===== src/rtl/fifo_sync_param.sv =====
// Single-clock parametrised FIFO with occupancy count, static almost-full/almost-empty
// thresholds, selectable first-word-fall-through read and sticky error flags.
module fifo_sync_param #(
  parameter int ADDSIZE   = 8,
  parameter int DATASIZE  = 8,
  parameter int FWFT      = 0,
  parameter int AFULL_TH  = 2**ADDSIZE-4,
  parameter int AEMPTY_TH = 4
) (
  input  logic                clk,
  input  logic                rst,
  input  logic                winc,
  input  logic [DATASIZE-1:0] wdata,
  input  logic                rinc,
  output logic [DATASIZE-1:0] rdata,
  output logic                full,
  output logic                empty,
  output logic                afull,
  output logic                aempty,
  output logic [ADDSIZE:0]    count,
  output logic                overflow,
  output logic                underflow
);

  localparam int DEPTH = 2**ADDSIZE;
  localparam logic [ADDSIZE:0]   depthc   = (ADDSIZE+1)'(DEPTH);
  localparam logic [ADDSIZE:0]   afullth  = (ADDSIZE+1)'(AFULL_TH);
  localparam logic [ADDSIZE:0]   aemptyth = (ADDSIZE+1)'(AEMPTY_TH);
  localparam logic [ADDSIZE:0]   cntone   = (ADDSIZE+1)'(1);
  localparam logic [ADDSIZE-1:0] addrone  = ADDSIZE'(1);

  logic [DATASIZE-1:0] mem [DEPTH];
  logic [ADDSIZE-1:0]  waddr;
  logic [ADDSIZE-1:0]  raddr;
  logic [ADDSIZE:0]    nextcount;
  logic                wen;
  logic                ren;

  // Reset wins over any request in the same cycle, so nothing is accepted then.
  assign wen = winc && !full && !rst;
  assign ren = rinc && !empty && !rst;

  always_comb begin
    nextcount = count;
    if (wen && !ren) begin
      nextcount = count + cntone;
    end else if (ren && !wen) begin
      nextcount = count - cntone;
    end
  end

  always_ff @(posedge clk) begin
    if (wen) begin
      mem[waddr] <= wdata;
    end
  end

  always_ff @(posedge clk) begin
    if (rst) begin
      waddr <= '0;
      raddr <= '0;
    end else begin
      if (wen) begin
        waddr <= waddr + addrone;
      end
      if (ren) begin
        raddr <= raddr + addrone;
      end
    end
  end

  // Flags come from the next-state count so they are exact right after the edge.
  always_ff @(posedge clk) begin
    if (rst) begin
      count     <= '0;
      full      <= 1'b0;
      empty     <= 1'b1;
      afull     <= 1'b0;
      aempty    <= 1'b1;
      overflow  <= 1'b0;
      underflow <= 1'b0;
    end else begin
      count  <= nextcount;
      full   <= (nextcount == depthc);
      empty  <= (nextcount == '0);
      afull  <= (nextcount >= afullth);
      aempty <= (nextcount <= aemptyth);
      if (winc && full) begin
        overflow <= 1'b1;
      end
      if (rinc && empty) begin
        underflow <= 1'b1;
      end
    end
  end

  // FWFT presents the head word directly; standard mode registers it on each pop.
  generate
    if (FWFT != 0) begin : g_fwft
      assign rdata = mem[raddr];
    end else begin : g_std
      logic [DATASIZE-1:0] rdreg;
      always_ff @(posedge clk) begin
        if (rst) begin
          rdreg <= '0;
        end else if (ren) begin
          rdreg <= mem[raddr];
        end
      end
      assign rdata = rdreg;
    end
  endgenerate

endmodule

===== config.mk =====
export PLATFORM = sky130hd
export DESIGN_NAME = fifo_sync_param
export DESIGN_NICKNAME = d
export VERILOG_FILES = /design/src/rtl/fifo_sync_param.sv
export SDC_FILE = /design/constraint.sdc
export NUM_CORES = 2
export LEC_CHECK = 0
export BUFFER_PORTS_ARGS = -buffer_cell sky130_fd_sc_hd__buf_4
export CAP_MARGIN = 40
export CORE_MARGIN = 2
export CORE_UTILIZATION = 60
export DETAILED_ROUTE_END_ITERATION = 7
export PLACE_DENSITY = 0.76
export SETUP_SLACK_MARGIN = 0.2
export SYNTH_ARGS = -nofsm -noshare
export SYNTH_HDL_FRONTEND = slang
export SYNTH_SLANG_ARGS = --single-unit

===== constraint.sdc =====
create_clock -name clk -period 3.6 [get_ports clk]
set_input_delay 0.18 -clock clk [delete_from_list [all_inputs] [get_ports clk]]
set_output_delay 0.18 -clock clk [all_outputs]
set_load 0.1 [all_outputs]

==> summary.md <==
| Metric | Value |
|---|---|
| Hold Path End | `mem[75][7]` |
| Mapped Cells | `about 4000` |
| Detailed-route via count | `44100` |
| Syn Area/Cell | `~21 um^2` |
| Peak VDD IR | `0.426 mV` |
| CTS max path bufs | `3` |
| Row count | `between 100 and 150` |
| Fin cells | `6453` |
| Flops & latches, synth | `roughly 2100` |
| PD cells | `approximately 540 nW/um^2` |
| R2r worst-path depth | `9` |
| Setup Viol. Count Final | `0` |
| Gr ovfl total | `0` |
| Pwr Total | `between 50000 and 60000 uW` |
| I/O pin cnt | `35` |
| Syn Nets | `4004` |
| Clock transition at the registers of the reported paths | `0.07 ns` |
| Minimum clock period | `between 3 and 4 ns` |
| Post-synthesis sequential area ratio | `~76%` |
| Initial antenna violation count | `5` |
| Yosys cell types | `79` |
| Pre-CTS WS | `0.110 ns` |
| H-tree levels | `4` |
| Global-route wire length before repair | `313 mm` |
| Nets | `4530` |
| Count of pins over their slew limit | `0` |
| Synth top area share | `about three quarters` |
| Area Growth Syn to Fin | `14.5%` |
| Worst r2r src | `raddr[0]` |
| CP required | `4.33 ns` |
| Max_slew headroom | `32.2%` |
| Drt pass-1 iters | `6` |
| Syn. warnings | `0` |
| Crit start category | `flop` |
| Outcome | `complete, but fails checks` |
| WL final | `218 mm` |
| Synthesized cell area | `between 80000 and 90000 um^2` |
| Placed cell count | `6080` |
| Setup crit end kind | `flop` |
| Peak fanout along the critical path | `12` |
| GPL Wtd Cong | `around 0.95` |
| Measured slew at the worst slew-check pin | `roughly 1.0 ns` |
| Leak | `0.0292 uW` |
| PortBufs | `34` |
| Setup TNS Final | `0 ns` |
| Worst R2R Setup Slack | `0.11 ns` |
| Top cell type by total area after synthesis | `edfxtp_1` |
| Final Hold Fails | `5` |
| Crit path DAT | `4.21 ns` |
| Post-DP HPWL | `roughly 140 mm` |
| Max Cap Violations | `0` |
| RSZ-0062 raised after global routing | `true` |
| Most frequent cells in the layout | `edfxtp_1 (2048), buf_4 (515), mux4_2 (464), nor2_1 (324), clkbuf_16 (198)` |
| Largest net degree at the start of global routing | `130` |
| Failing checks | `hold timing` |
| Core outline area | `135000 um^2` |
| TritonCTS clock tree | `yes` |
| DR iter-0 viols | `7234` |
| Main area contributors after synthesis | `edfxtp_1 (75%), mux4_2 (13%), mux2i_1 (2.1%)` |
| Post-synth EDFFs | `between 2000 and 2500` |
| CTS sink cnt | `2087` |
| DRC viols | `0` |
| Vias in the first global route | `roughly 44000` |
| Worst hold-check path type | `primary input to flop` |
| Root Buffer | `clkbuf_16` |
| Commonest non-fill, non-tap cell in the layout | `edfxtp_1` |
| Clk_lat worst skew | `between 0.8 and 0.9 ns` |
| Worst hold start | `wdata[7]` |
| Crit Path Category | `flop to flop` |
| Ys flop type | `edfxtp_1` |
| Final ANT Viol Nets | `0` |
| Period utilization | `around 97%` |
| Starting Density | `60.4%` |
| Fmax | `287 MHz` |
| Clock skew | `between 0.03 and 0.04 ns` |
| DR WL/cell | `33.9 um` |
| Async S/R FF share, synth | `0%` |
| R2R Path End | `rdata[0]` |
| Final hold slack | `-0.00476 ns` |
| Layout cells sized above 1 | `between 20 and 30%` |
| GRT Total Usage | `31.7%` |
| Chip Width | `373 um` |
| Hold-critical path depth | `1` |
| Vias per cell | `6.83` |
| Die Span Y | `approximately 370 um` |
| Final critical-path setup slack | `about 0.11 ns` |
| Number of buffers created by CTS | `between 150 and 200` |
| Die area | `139000 um^2` |
routing by layer:
layer,share of wire (%),vias to the layer above,wire length (um),GRT usage [%]
met5,0.012,-,26,0
met2,46,3189,101000,48.2
met3,13,661,27600,8.05
met4,5.8,4,12600,15.2
li1,-,17500,-,-
met1,35,22700,77100,43.6
worst max path at each step:
stage | depth (start not counted) | start | end | slack [ns]
finish | 9 | raddr[0] | rdata[0] | 0.11
global route | 10 | raddr[0] | rdata[3] | 0.17
CTS | 9 | raddr[0] | rdata[0] | 0.21
detailed placement | 9 | raddr[0] | rdata[3] | 0.11
global placement | 9 | raddr[0] | rdata[3] | 0.01
floorplan | 6 | full | mem[103][0] | 0.70
timing repair:
action	4_1_cts	5_1_grt
setup buffers	3	1
hold buffers	9	0
endpoints found under the setup margin	6	5
resized for setup	0	5
hold endpoints to repair	159	0
cell type report:
type                    count  area, um^2
flip-flops and latches   2087       62300
fillers                  7896       41700
multi-input cells        1640       18000
clock buffers             241        5140
repair buffers            575        4910
well taps                1781        2230
clock inverters           116        1030
inverters                  10        38.8
diodes                      3        7.51
cells in the mapped netlist (8+ instances only):
cell type / instances
a2111oi_0: 10
a211oi_1: 34
a21o_1: 11
a21oi_1: 64
a221oi_1: 17
a22oi_1: 41
a311oi_1: 8
and2_1: 11
and3_1: 9
buf_1: 10
buf_2: 75
buf_4: 30
buf_6: 31
clkbuf_1: 82
dfxtp_1: 39
edfxtp_1: 2048
inv_1: 10
mux2_2: 15
mux2i_1: 169
mux4_1: 10
mux4_2: 464
nand2_1: 118
nand3_1: 41
nand4_1: 8
nor2_1: 325
nor2b_1: 30
nor3_1: 18
o211ai_1: 15
o21ai_0: 41
o221ai_1: 17
o22ai_1: 41
xnor2_1: 8
xor2_1: 11
critical path, stage by stage (launching register included):
cell	delay [ns]
dfxtp_4	0.62
buf_12	0.22
mux4_2	0.52
mux4_2	0.53
nor2_1	0.21
a311oi_1	0.15
a211oi_1	0.58
a211oi_1	0.17
buf_4	0.18
a31o_1	0.17
flip-flops by register name (all words and copies together), names as in the netlist:
| name | count |
|---|---|
| aempty | 1 |
| afull | 1 |
| count | 9 |
| empty | 1 |
| full | 1 |
| mem | 2048 |
| overflow | 1 |
| raddr | 8 |
| rdata | 8 |
| underflow | 1 |
| waddr | 8 |
power by group:
part / switching, uW / internal [uW]
Combinational: 2380 / 1760
Clock: 8920 / 11100
Sequential: 98.2 / 26700
kinds of logic (layout without fill, tap and decap cells):
| logic type | Yosys count | after routing | synth area share, % |
|---|---|---|---|
| mux | 658 | 658 | 15.4 |
| compound gates | 358 | 358 | 3.08 |
| fa+ha+maj | 7 | 7 | 0.107 |
| buf+inv | 258 | 942 | 1.90 |
| other cells | 0 | 3 | 0 |
| flops | 2087 | 2087 | 76.2 |
| simple gates | 598 | 598 | 3.16 |
| xor+xnor | 19 | 19 | 0.204 |
per-stage QoR:
stage | instance area [um^2] | hold slack [ns] | utilization, %
floorplan | 81800 | 0.279 | -
global placement | 87200 | 0.440 | 64.5
detailed placement | 87300 | 0.447 | 64.5
CTS | 93600 | 0.0333 | 69.2
global route | 93600 | 0.0574 | 69.2
finish | 93600 | -0.00476 | 69.2
No activity file was read; power rests on OpenSTA's default activity.
